### config.mk
export PLATFORM = sky130hd
export DESIGN_NAME = i2c_init_sequencer
export DESIGN_NICKNAME = d
export VERILOG_FILES = /design/src/rtl/i2c_init_sequencer_pkg.sv /design/src/rtl/i2c_init_sequencer_rom.sv /design/src/rtl/i2c_init_sequencer.sv
export SDC_FILE = /design/constraint.sdc
export NUM_CORES = 1
export LEC_CHECK = 0
export ABC_CLOCK_PERIOD_IN_PS = 3700
export CAP_MARGIN = 20
export CORE_MARGIN = 2
export CORE_UTILIZATION = 30
export CTS_CLUSTER_SIZE = 30
export DETAILED_ROUTE_END_ITERATION = 16
export HOLD_SLACK_MARGIN = 0.03
export PLACE_DENSITY = 0.5
export SLEW_MARGIN = 10
export SYNTH_ARGS = -nofsm -noshare
export SYNTH_HDL_FRONTEND = slang
export SYNTH_SLANG_ARGS = --single-unit
### constraint.sdc
create_clock -name clock_i2c -period 3.7 [get_ports clock_i2c]
set_input_delay 0.555 -clock clock_i2c [delete_from_list [all_inputs] [get_ports clock_i2c]]
set_output_delay 0.555 -clock clock_i2c [all_outputs]
set_load 0.02 [all_outputs]
### src/rtl/i2c_init_sequencer_pkg.sv
// Shared encodings for the I2C power-up command sequencer.
// Engine handshake levels, status masks and FSM states.
package i2c_init_sequencer_pkg;

  localparam logic BUSY     = 1'b0;
  localparam logic NOT_BUSY = 1'b1;

  localparam logic [7:0] ADDR_ACK  = 8'h02;
  localparam logic [7:0] REG_ACK   = 8'h08;
  localparam logic [7:0] DATA_ACK  = 8'h20;
  localparam logic [7:0] STATUS_OK = ADDR_ACK | REG_ACK | DATA_ACK;

  typedef enum logic [2:0] {
    S_IDLE,
    S_LOAD,
    S_REQ,
    S_WAIT_END,
    S_CHECK,
    S_GAP,
    S_DONE,
    S_ERROR
  } state_t;

endpackage

### src/rtl/i2c_init_sequencer_rom.sv
// Fixed power-up table: {address byte, register, data} per index.
// Address byte is the 7-bit device address 0x3C shifted left, R/W=0.
module i2c_init_sequencer_rom (
  input  logic [3:0]  index,
  output logic [23:0] cmd
);

  always_comb begin
    cmd = 24'h000000;
    case (index)
      4'd0:    cmd = 24'h78_00_01;
      4'd1:    cmd = 24'h78_01_80;
      4'd2:    cmd = 24'h78_10_3F;
      4'd3:    cmd = 24'h78_11_0A;
      4'd4:    cmd = 24'h78_20_55;
      4'd5:    cmd = 24'h78_21_AA;
      4'd6:    cmd = 24'h78_30_07;
      4'd7:    cmd = 24'h78_31_01;
      default: cmd = 24'h000000;
    endcase
  end

endmodule

### src/rtl/i2c_init_sequencer.sv
// Walks the command table, driving the single-byte I2C write engine
// with retry on NACK/timeout and held done/error reporting.
module i2c_init_sequencer
  import i2c_init_sequencer_pkg::*;
#(
  parameter int NUM_CMDS       = 8,
  parameter int MAX_RETRIES    = 3,
  parameter int GAP_CYCLES     = 4,
  parameter int TIMEOUT_CYCLES = 127
) (
  input  logic       clock_i2c,
  input  logic       reset,
  input  logic       start,
  output logic       enable_send,
  output logic [7:0] slave_address,
  output logic [7:0] slave_register,
  output logic [7:0] slave_data,
  input  logic       i2c_busy,
  input  logic [7:0] i2c_status,
  output logic [3:0] cmd_index,
  output logic       done,
  output logic       error,
  output logic       led
);

  localparam logic [3:0] LAST = 4'(NUM_CMDS - 1);
  localparam logic [2:0] MAXR = 3'(MAX_RETRIES);
  localparam logic [3:0] GAPL = 4'(GAP_CYCLES - 1);
  localparam logic [7:0] TMO  = 8'(TIMEOUT_CYCLES);

  state_t      state, state_n;
  logic [3:0]  idx, idx_n;
  logic [2:0]  retry, retry_n;
  logic [7:0]  tmo, tmo_n;
  logic [3:0]  gap, gap_n;
  logic [7:0]  stat, stat_n;
  logic        tfail, tfail_n;
  logic        pass, pass_n;
  logic [23:0] cmd_q, cmd_n, rom_cmd;

  i2c_init_sequencer_rom u_rom (
    .index (idx),
    .cmd   (rom_cmd)
  );

  always_ff @(posedge clock_i2c) begin
    if (!reset) begin
      state <= S_IDLE;
      idx   <= 4'd0;
      retry <= 3'd0;
      tmo   <= 8'd0;
      gap   <= 4'd0;
      stat  <= 8'd0;
      tfail <= 1'b0;
      pass  <= 1'b0;
      cmd_q <= 24'd0;
    end else begin
      state <= state_n;
      idx   <= idx_n;
      retry <= retry_n;
      tmo   <= tmo_n;
      gap   <= gap_n;
      stat  <= stat_n;
      tfail <= tfail_n;
      pass  <= pass_n;
      cmd_q <= cmd_n;
    end
  end

  always_comb begin
    state_n     = state;
    idx_n       = idx;
    retry_n     = retry;
    tmo_n       = tmo;
    gap_n       = gap;
    stat_n      = stat;
    tfail_n     = tfail;
    pass_n      = pass;
    cmd_n       = cmd_q;
    enable_send = 1'b1;
    done        = 1'b0;
    error       = 1'b0;
    led         = 1'b0;
    unique case (state)
      S_IDLE, S_DONE, S_ERROR: begin
        done  = (state == S_DONE);
        error = (state == S_ERROR);
        if (start) begin
          state_n = S_LOAD;
          idx_n   = 4'd0;
          retry_n = 3'd0;
        end
      end
      S_LOAD: begin
        led     = 1'b1;
        cmd_n   = rom_cmd;
        tmo_n   = 8'd0;
        tfail_n = 1'b0;
        state_n = S_REQ;
      end
      S_REQ: begin
        led         = 1'b1;
        enable_send = 1'b0;
        if (i2c_busy == BUSY) begin
          tmo_n   = 8'd0;
          state_n = S_WAIT_END;
        end else if (tmo == TMO) begin
          tfail_n = 1'b1;
          state_n = S_CHECK;
        end else begin
          tmo_n = tmo + 8'd1;
        end
      end
      S_WAIT_END: begin
        led         = 1'b1;
        enable_send = 1'b0;
        if (i2c_busy == NOT_BUSY) begin
          stat_n  = i2c_status;
          state_n = S_CHECK;
        end else if (tmo == TMO) begin
          tfail_n = 1'b1;
          state_n = S_CHECK;
        end else begin
          tmo_n = tmo + 8'd1;
        end
      end
      S_CHECK: begin
        led   = 1'b1;
        gap_n = 4'd0;
        if (!tfail && stat == STATUS_OK) begin
          retry_n = 3'd0;
          pass_n  = 1'b1;
          state_n = S_GAP;
        end else if (retry < MAXR) begin
          retry_n = retry + 3'd1;
          pass_n  = 1'b0;
          state_n = S_GAP;
        end else begin
          state_n = S_ERROR;
        end
      end
      S_GAP: begin
        led = 1'b1;
        if (gap == GAPL) begin
          if (!pass) begin
            state_n = S_LOAD;
          end else if (idx == LAST) begin
            state_n = S_DONE;
          end else begin
            idx_n   = idx + 4'd1;
            state_n = S_LOAD;
          end
        end else begin
          gap_n = gap + 4'd1;
        end
      end
    endcase
  end

  assign slave_address  = cmd_q[23:16];
  assign slave_register = cmd_q[15:8];
  assign slave_data     = cmd_q[7:0];
  assign cmd_index      = idx;

endmodule

# == After elaboration in Yosys (flattened, before gate mapping) ==
# Memory sizes are Yosys's and may differ from the RTL's. A register that Yosys moved wholly into a read port is not among the register bits.
# Cells that the tools add are included.
# word_totals
ff_bits,56
mem_bits_ro,88
input_bits,12
out_inout_bits,32
word_cells,91
n_memories,1
# classes
n_addsub,4
n_lt_le_gt_ge,1
n_eq_ne,19
mux,38
reduce_logical,19
# mem_list
memory,words,width,read_ports,rd_clocked_by_memory_dff,wr,line,text
(name not given),8,11,1,1,0,i2c_init_sequencer_rom.sv:10,case (index)
# ops
op,count
3-bit two-way mux,12
24-bit two-way mux,1
8-bit two-way mux,3
8-bit case mux with 3 select lines,1
4-bit two-way mux,5
3-bit case mux with 6 select lines,1
4-bit case mux with 2 select lines,2
"2-bit inequality test, second input constant",7
"3-bit == test, second input constant",4
2-bit AND reduction,5
1-bit two-way mux,9
"4-bit by 1-bit adder with 4-bit output, second input constant",2
"8-bit by 1-bit adder with 8-bit output, second input constant",1
"8-bit by 6-bit == test with 1-bit output, second input constant",1
"8-bit by 7-bit == test with 1-bit output, second input constant",1
2-bit nonzero test,4
"3-bit by 2-bit == test with 1-bit output, second input constant",2
3-bit case mux with 2 select lines,1
3-bit AND reduction,2
5-bit AND reduction,1
5-bit OR reduction,1
"4-bit by 2-bit == test with 1-bit output, second input constant",1
"4-bit by 3-bit == test with 1-bit output, second input constant",1
2-bit two-way mux,2
other kinds (11),11

# == Logic depth before layout (Yosys ltp) ==
# Gate-level depths: netlist of the first run.
# depth
ltp_word,7
ltp_mapped,9
ltp_nobuf,8

# == Modules after synthesis ==
# From an unflattened synthesis of the first run, not the netlist that was laid out.
# unflattened
hier_cells,365
hier_area_um2,2926.6
# modules_own_cells
mod,n_inst,cells_each,area_each_um2,seq_area_each_um2
i2c_init_sequencer,1,325,2612.5,1121.1
i2c_init_sequencer_rom,1,40,314.1,0.0

# == Worst setup path after synthesis of the first run ==
# OpenSTA, ideal clock, no wires.
# synth_timing
kind,input to register
startpoint,input start
endpoint,register (tool-made name)
setup_time_ns,0.121
t_arrival_ns,2.001
required_time_ns,3.579
setup_slack_ns,1.578
cell_stages,7
path_buffers,0
cell_sequence,or4b_1 > o211ai_2 > nand2_4 > mux2_2 > inv_1 > ha_1 > mux2_2
# synth_lines
item,line,text
from (decl),i2c_init_sequencer.sv:13,"input logic start,"

# == Worst setup path after layout of the first run ==
# layout_timing
startpoint,register state[2]
endpoint,output led
# layout_via
elab_chain_len,3
word_cells_on_any_way,7
cone_classes,eq/ne: 5; mux: 1; reduce/logical: 1
# layout_rtl
item,line,text
from (decl),i2c_init_sequencer.sv:31,"state_t state, state_n;"
from (signal assigned),i2c_init_sequencer.sv:58,state <= state_n;
3-bit == test (tied with other cells),i2c_init_sequencer.sv:84,unique case (state)
5-bit OR reduction (no source line) (*),--,
1-bit two-way mux (*),i2c_init_sequencer.sv:84,
to (decl),i2c_init_sequencer.sv:23,output logic led
# Every way passes the cells marked *; elsewhere a longest branch is shown, timed or not.

==> parameters.txt, run 1 <==
Parameter                              Value

STA
  Smallest hold slack    0.456 ns
  Final critical-path required period    2.82 ns
  Period Utilization, post-route    76.1%
  Sum Neg Setup Slack    0 ns
  Measured slew at the worst slew-check pin    0.824 ns
  Final hold viol count    0
  Final Max Tran Viols    0
  Setup-failing EPs final    0
  Unrepaired setup endpoints after global routing    no
  Worst Slack Setup Final    0.883 ns
  Fin Clk Skew    0.00490 ns
  Slew margin rel.    44.7%
  Fmax achieved    0.355 GHz

Yosys
  Library cell with the highest instance count after synthesis    sky130_fd_sc_hd__dfxtp_1
  Register area share after synthesis    between 40% and 50%
  Area leader, netlist    sky130_fd_sc_hd__dfxtp_1
  Count of distinct cell types in the synthesized netlist    between 50 and 60
  Biggest area contributors in the synthesized netlist    sky130_fd_sc_hd__dfxtp_1, sky130_fd_sc_hd__nand2_1, sky130_fd_sc_hd__a21boi_0
  Post-synthesis register bit count    55
  Summed instance area of the synthesized netlist    2590 sq um
  Number of enable-type register cells in the synthesized netlist    0
  Async set-reset flop share out of synthesis    0%
  List of most frequent post-synthesis cells    sky130_fd_sc_hd__dfxtp_1, sky130_fd_sc_hd__nand2_1, sky130_fd_sc_hd__nor2_1, sky130_fd_sc_hd__a21boi_0, sky130_fd_sc_hd__buf_4
  Number of instances in the synthesized netlist    around 290
  Primary flip-flop cell chosen by synthesis mapping    sky130_fd_sc_hd__dfxtp_1
  Mean Syn Cell Area    9.08 sq um
  Fraction of post-synthesis cell area in the top cell type by area    42.5%
  YS warnings    0

Final layout
  Antenna diode count    0
  Number of fill cells    835
  Layout net count    328
  Area grow syn2layout    17.5%
  Fraction of layout cells with a size suffix above 1    8.09%
  Utilization after layout    36.7%

Placed design
  Worst slack, placed    0.880 ns
  Detailed-placement wirelength estimate    3710 um
  Global placer's final weighted congestion    0.743
  Count of buffers inserted at the top-level ports    34

Setup path
  Kind of cell adding the most delay to the critical path    flip-flops
  Worst setup path class    register to output port
  Cell-by-cell trace of the critical path    nor3_1, a21oi_1, clkdlybuf4s50_1
  Slowest stage delay, CP    roughly 0.81 ns
  Largest driver fanout on the critical path    21
  Arrival time of data at the critical path endpoint    approximately 2.3 ns
  Kind of launch point of the worst setup path    register
  Slowest cell on crit path    sky130_fd_sc_hd__dfxtp_1
  Worst setup EP type    output port
  Combined buffer and inverter count along the critical path    1
  Crit path required time    3.14 ns

Floorplan
  Die Height    96.9 um
  Horizontal extent of the die    96.9 um
  Initial core utilization    31.2%
  Die Area    9390 sq um
  Number of top-level design ports    44
  Row cnt    33
  Area of the core    between 8000 and 9000 sq um

Route
  WL per Instance    between 10 and 15 um
  Number of nets still failing antenna checks after routing    0
  WL final    5220 um
  Count of vias placed by the detailed router    1959
  Vias per cell    between 4 and 5
  Number of remaining DRC errors    0
  Number of DRC violations after detailed-routing iteration 0    44
  Pre-Repair DR Iteration Count    4

Global routing
  Largest net degree at the start of global routing    22
  Global-route wire length before repair    8670 um
  Number of antenna violations at the first check in global routing    0
  Vias in the first global route    ~1.8k
  Total overflow reported by the global router    0
  Total GRT Usage    between 10 and 15%

Run
  # Max-Cap Violations    0

Power
  Leakage    about 1.2 nW
  Worst IR Drop VDD    0.139 mV
  PwrDens    366 nW/um^2
  Total Power Consumption    1.11 mW

CTS
  Count of buffers added by post-CTS timing repair for setup    0
  Clock buffer count from CTS    5
  TritonCTS Sinks    55
  Clock tree from TritonCTS    yes
  Post_cts resized    0
  Clock Latency Late Sink    0.31 ns
  Clk pin slew, worst setup/hold paths    ~0.10 ns
  # hold bufs at CTS    0
  Number of levels in the clock H-tree    2
  Clk buf depth    2
  Cell at the root of the clock tree    sky130_fd_sc_hd__clkbuf_8

Worst hold path
  Type of the worst min-delay path    register to register

Run status
  Result of the run    finished clean
final cells by class:
type / count / area, sq um / area share, %
inverter: 7 / 26.3 / 0.863
multi-input combinational: 203 / 1340 / 44.0
clock buffer: 5 / 68.8 / 2.26
sequential: 55 / 1100 / 36.2
timing repair buffer: 36 / 355 / 11.7
clock inverter: 3 / 22.5 / 0.740
tap: 105 / 131 / 4.32
per-layer routing:
layer,vias up,routed length (um),track usage (%)
li1,1016,-,-
met1,892,2690,14.7
met2,45,2270,17.8
met3,6,196,2.24
met4,0,65,4.23
met5,-,0,0
worst paths after layout:
check	from	end	slack [ns]	cells after the start
worst min register to register	register	cmd_q[7]$_SDFFE_PN0N_	0.46	1
worst max register to register	state[2]$_SDFFE_PN0P_	register	1.22	6
worst min-delay path	register	cmd_q[7]$_SDFFE_PN0N_	0.46	1
worst max-delay path	state[2]$_SDFFE_PN0P_	led	0.88	3
through the flow:
| stage | cell area [sq um] | instances |
|---|---|---|
| 6_report | 3040 | 414 |
| 3_5_place_dp | 2950 | 406 |
| 3_3_place_gp | 2950 | 406 |
| 2_1_floorplan | 2620 | 293 |
| 5_1_grt | 3040 | 414 |
| 4_1_cts | 3040 | 414 |
cell usage in the layout, fill, tap and decap left out, drive strengths merged, types with 4 or more instances in the layout:
master         count
ha                 8
a21boi            16
conb               9
nor3b              4
and2               4
nand2             32
a21oi              8
inv                9
mux2               7
nand3              9
nor2              24
dfxtp             55
nor2b              5
clkdlybuf4s50     34
xnor2              6
a22o              11
nor3               5
clkbuf             5
o21ai             11
where the power goes:
part / switching [mW] / internal, mW / total [mW]
clock network: 0.208 / 0.138 / 0.346
logic: 0.0845 / 0.0630 / 0.147
registers: 0.0192 / 0.602 / 0.622
cell families (layout without fill, tap and decap cells):
group | count (synthesis) | after routing | share of synthesized area [%]
simple gates | 108 | 108 | 22.2
compound gates | 59 | 59 | 16.8
flops | 55 | 55 | 42.5
buf+inv | 35 | 51 | 7.20
mux | 10 | 10 | 4.21
xor+xnor | 9 | 9 | 3.05
fa+ha+maj | 8 | 8 | 3.87
other cells | 1 | 9 | 0.145
Power figures use the tool's default switching activity.
==> run 2, diff against run 1 <==
--- a/config.mk
+++ b/config.mk
@@ -5,7 +5,7 @@
 export SDC_FILE = /design/constraint.sdc
 export NUM_CORES = 1
 export LEC_CHECK = 0
-export ABC_CLOCK_PERIOD_IN_PS = 3700
+export ABC_CLOCK_PERIOD_IN_PS = 2800
 export CAP_MARGIN = 20
 export CORE_MARGIN = 2
 export CORE_UTILIZATION = 30
==> constraint.sdc (replaced) <==
create_clock -name clock_i2c -period 2.8 [get_ports clock_i2c]
set_input_delay 0.42 -clock clock_i2c [delete_from_list [all_inputs] [get_ports clock_i2c]]
set_output_delay 0.42 -clock clock_i2c [all_outputs]
set_load 0.02 [all_outputs]
==> run 2 against run 1 <==
Setup slack lost 0.56 ns. Total power up 33%. Flip-flop and latch count unchanged. Largest power group unchanged.
==> parameters.txt, run 2 (same netlist as run 1, synthesis figures left out) <==
Parameter                              Value

Run status
  Result of the run    finished clean

Route
  Number of nets still failing antenna checks after routing    0
  Number of remaining DRC errors    0
  Vias per cell    4.77
  WL per Instance    12.7 um
  Number of DRC violations after detailed-routing iteration 0    44
  WL final    ~5300 um
  Count of vias placed by the detailed router    2000
  Pre-Repair DR Iteration Count    4

CTS
  Post_cts resized    0
  # hold bufs at CTS    0
  Cell at the root of the clock tree    sky130_fd_sc_hd__clkbuf_8
  Clock Latency Late Sink    0.31 ns
  Clk buf depth    2
  Clock tree from TritonCTS    yes
  Count of buffers added by post-CTS timing repair for setup    0
  Clk pin slew, worst setup/hold paths    0.11 ns
  Number of levels in the clock H-tree    2
  TritonCTS Sinks    55
  Clock buffer count from CTS    5

Placed design
  Count of buffers inserted at the top-level ports    34
  Global placer's final weighted congestion    about 0.74
  Detailed-placement wirelength estimate    3880 um

STA
  Final critical-path required period    2.48 ns
  Measured slew at the worst slew-check pin    0.556 ns
  Sum Neg Setup Slack    0 ns
  Slew margin rel.    62.9%
  Smallest hold slack    0.457 ns
  Fin Clk Skew    0.00722 ns
  Unrepaired setup endpoints after global routing    no
  Final Max Tran Viols    0
  Setup-failing EPs final    0
  Period Utilization, post-route    between 80% and 90%
  Fmax achieved    0.403 GHz
  Final hold viol count    0

Global routing
  Vias in the first global route    1860
  Largest net degree at the start of global routing    21
  Number of antenna violations at the first check in global routing    0
  Total GRT Usage    roughly 12%
  Global-route wire length before repair    9050 um
  Total overflow reported by the global router    0

Setup path
  Arrival time of data at the critical path endpoint    2.06 ns
  Crit path required time    2.38 ns
  Largest driver fanout on the critical path    20
  Worst setup path class    register to output port
  Worst setup EP type    output port
  Kind of launch point of the worst setup path    register

Power
  Total Power Consumption    1.48 mW
  Leakage    1.19 nW
  Worst IR Drop VDD    ~0.18 mV
  PwrDens    481 nW/um^2

Final layout
  Most used cells in the layout excluding fill and tap cells    sky130_fd_sc_hd__dfxtp_1, sky130_fd_sc_hd__clkdlybuf4s50_1, sky130_fd_sc_hd__nand2_1
  Number of fill cells    847
  Area grow syn2layout    19.1%
  Layout net count    ~330
  Most common library cell in the layout ignoring fill and taps    sky130_fd_sc_hd__dfxtp_1
  Utilization after layout    37.1%
  Fraction of layout cells with a size suffix above 1    9.55%
  Area taken by multi-input logic gates    1340 sq um
  Area of all sequential standard cells    between 1000 and 1500 sq um
  Antenna diode count    0

Floorplan
  Number of top-level design ports    between 40 and 50
  Horizontal extent of the die    96.9 um
  Area of the core    8300 sq um
  Initial core utilization    between 30% and 40%
  Row cnt    33
  Die Height    96.9 um
  Die Area    9390 sq um

Run
  # Max-Cap Violations    0

Worst hold path
  Type of the worst min-delay path    register to register
[run 2: changes by cell type in the layout (fill, tap and decap cells not counted), sizes merged]
cell	delta
buf	+5
clkinv	-1
clkinvlp	+1
[run 2: final timing paths]
path | from | to | slack (ns) | cells after the start
setup / recovery | state[1]$_SDFFE_PN0P_ | led | 0.32 | 3
hold / removal | register | cmd_q[12]$_SDFFE_PN0N_ | 0.46 | 1
setup reg to reg | state[2]$_SDFFE_PN0P_ | register | 0.49 | 7
hold reg to reg | register | cmd_q[12]$_SDFFE_PN0N_ | 0.46 | 1
[run 2: cell type report]
cell class                 instances  share of cell area (%)
inverter                           7                   0.852
clock buffer                       5                    2.23
clock inverter                     3                   0.812
timing repair buffer              41                    12.7
tap                              105                    4.26
sequential                        55                    35.7
multi-input combinational        203                    43.4
[run 2: power by group]
group | switching [mW] | internal [mW]
Combinational | 0.117 | 0.0868
Sequential | 0.0214 | 0.796
Clock | 0.278 | 0.183
Total | 0.417 | 1.07
[run 2: layer usage]
| layer | up-vias | global-route usage, % | share of wire (%) |
|---|---|---|---|
| met3 | 6 | 2.31 | 3.3 |
| met2 | 45 | 18.9 | 46 |
| met1 | 922 | 15.5 | 50 |
| met4 | 0 | 3.58 | 1.3 |
| met5 | - | 0 | 0 |
| li1 | 1027 | - | - |
[run 2: metrics by stage]
| stage | instances | worst slack (ns) | instance area [sq um] |
|---|---|---|---|
| 2_1_floorplan | 293 | 0.720 | 2620 |
| 3_3_place_gp | 411 | 0.164 | 2990 |
| 3_5_place_dp | 411 | 0.132 | 2990 |
| 4_1_cts | 419 | 0.291 | 3080 |
| 5_1_grt | 419 | 0.143 | 3080 |
| 6_report | 419 | 0.321 | 3080 |
[run 2: critical path, cell delays in order, from the launching register on]
cell                              delay, ns
sky130_fd_sc_hd__dfxtp_1               0.69
sky130_fd_sc_hd__nor3_1                0.09
sky130_fd_sc_hd__a21oi_1               0.30
sky130_fd_sc_hd__clkdlybuf4s50_1       0.67
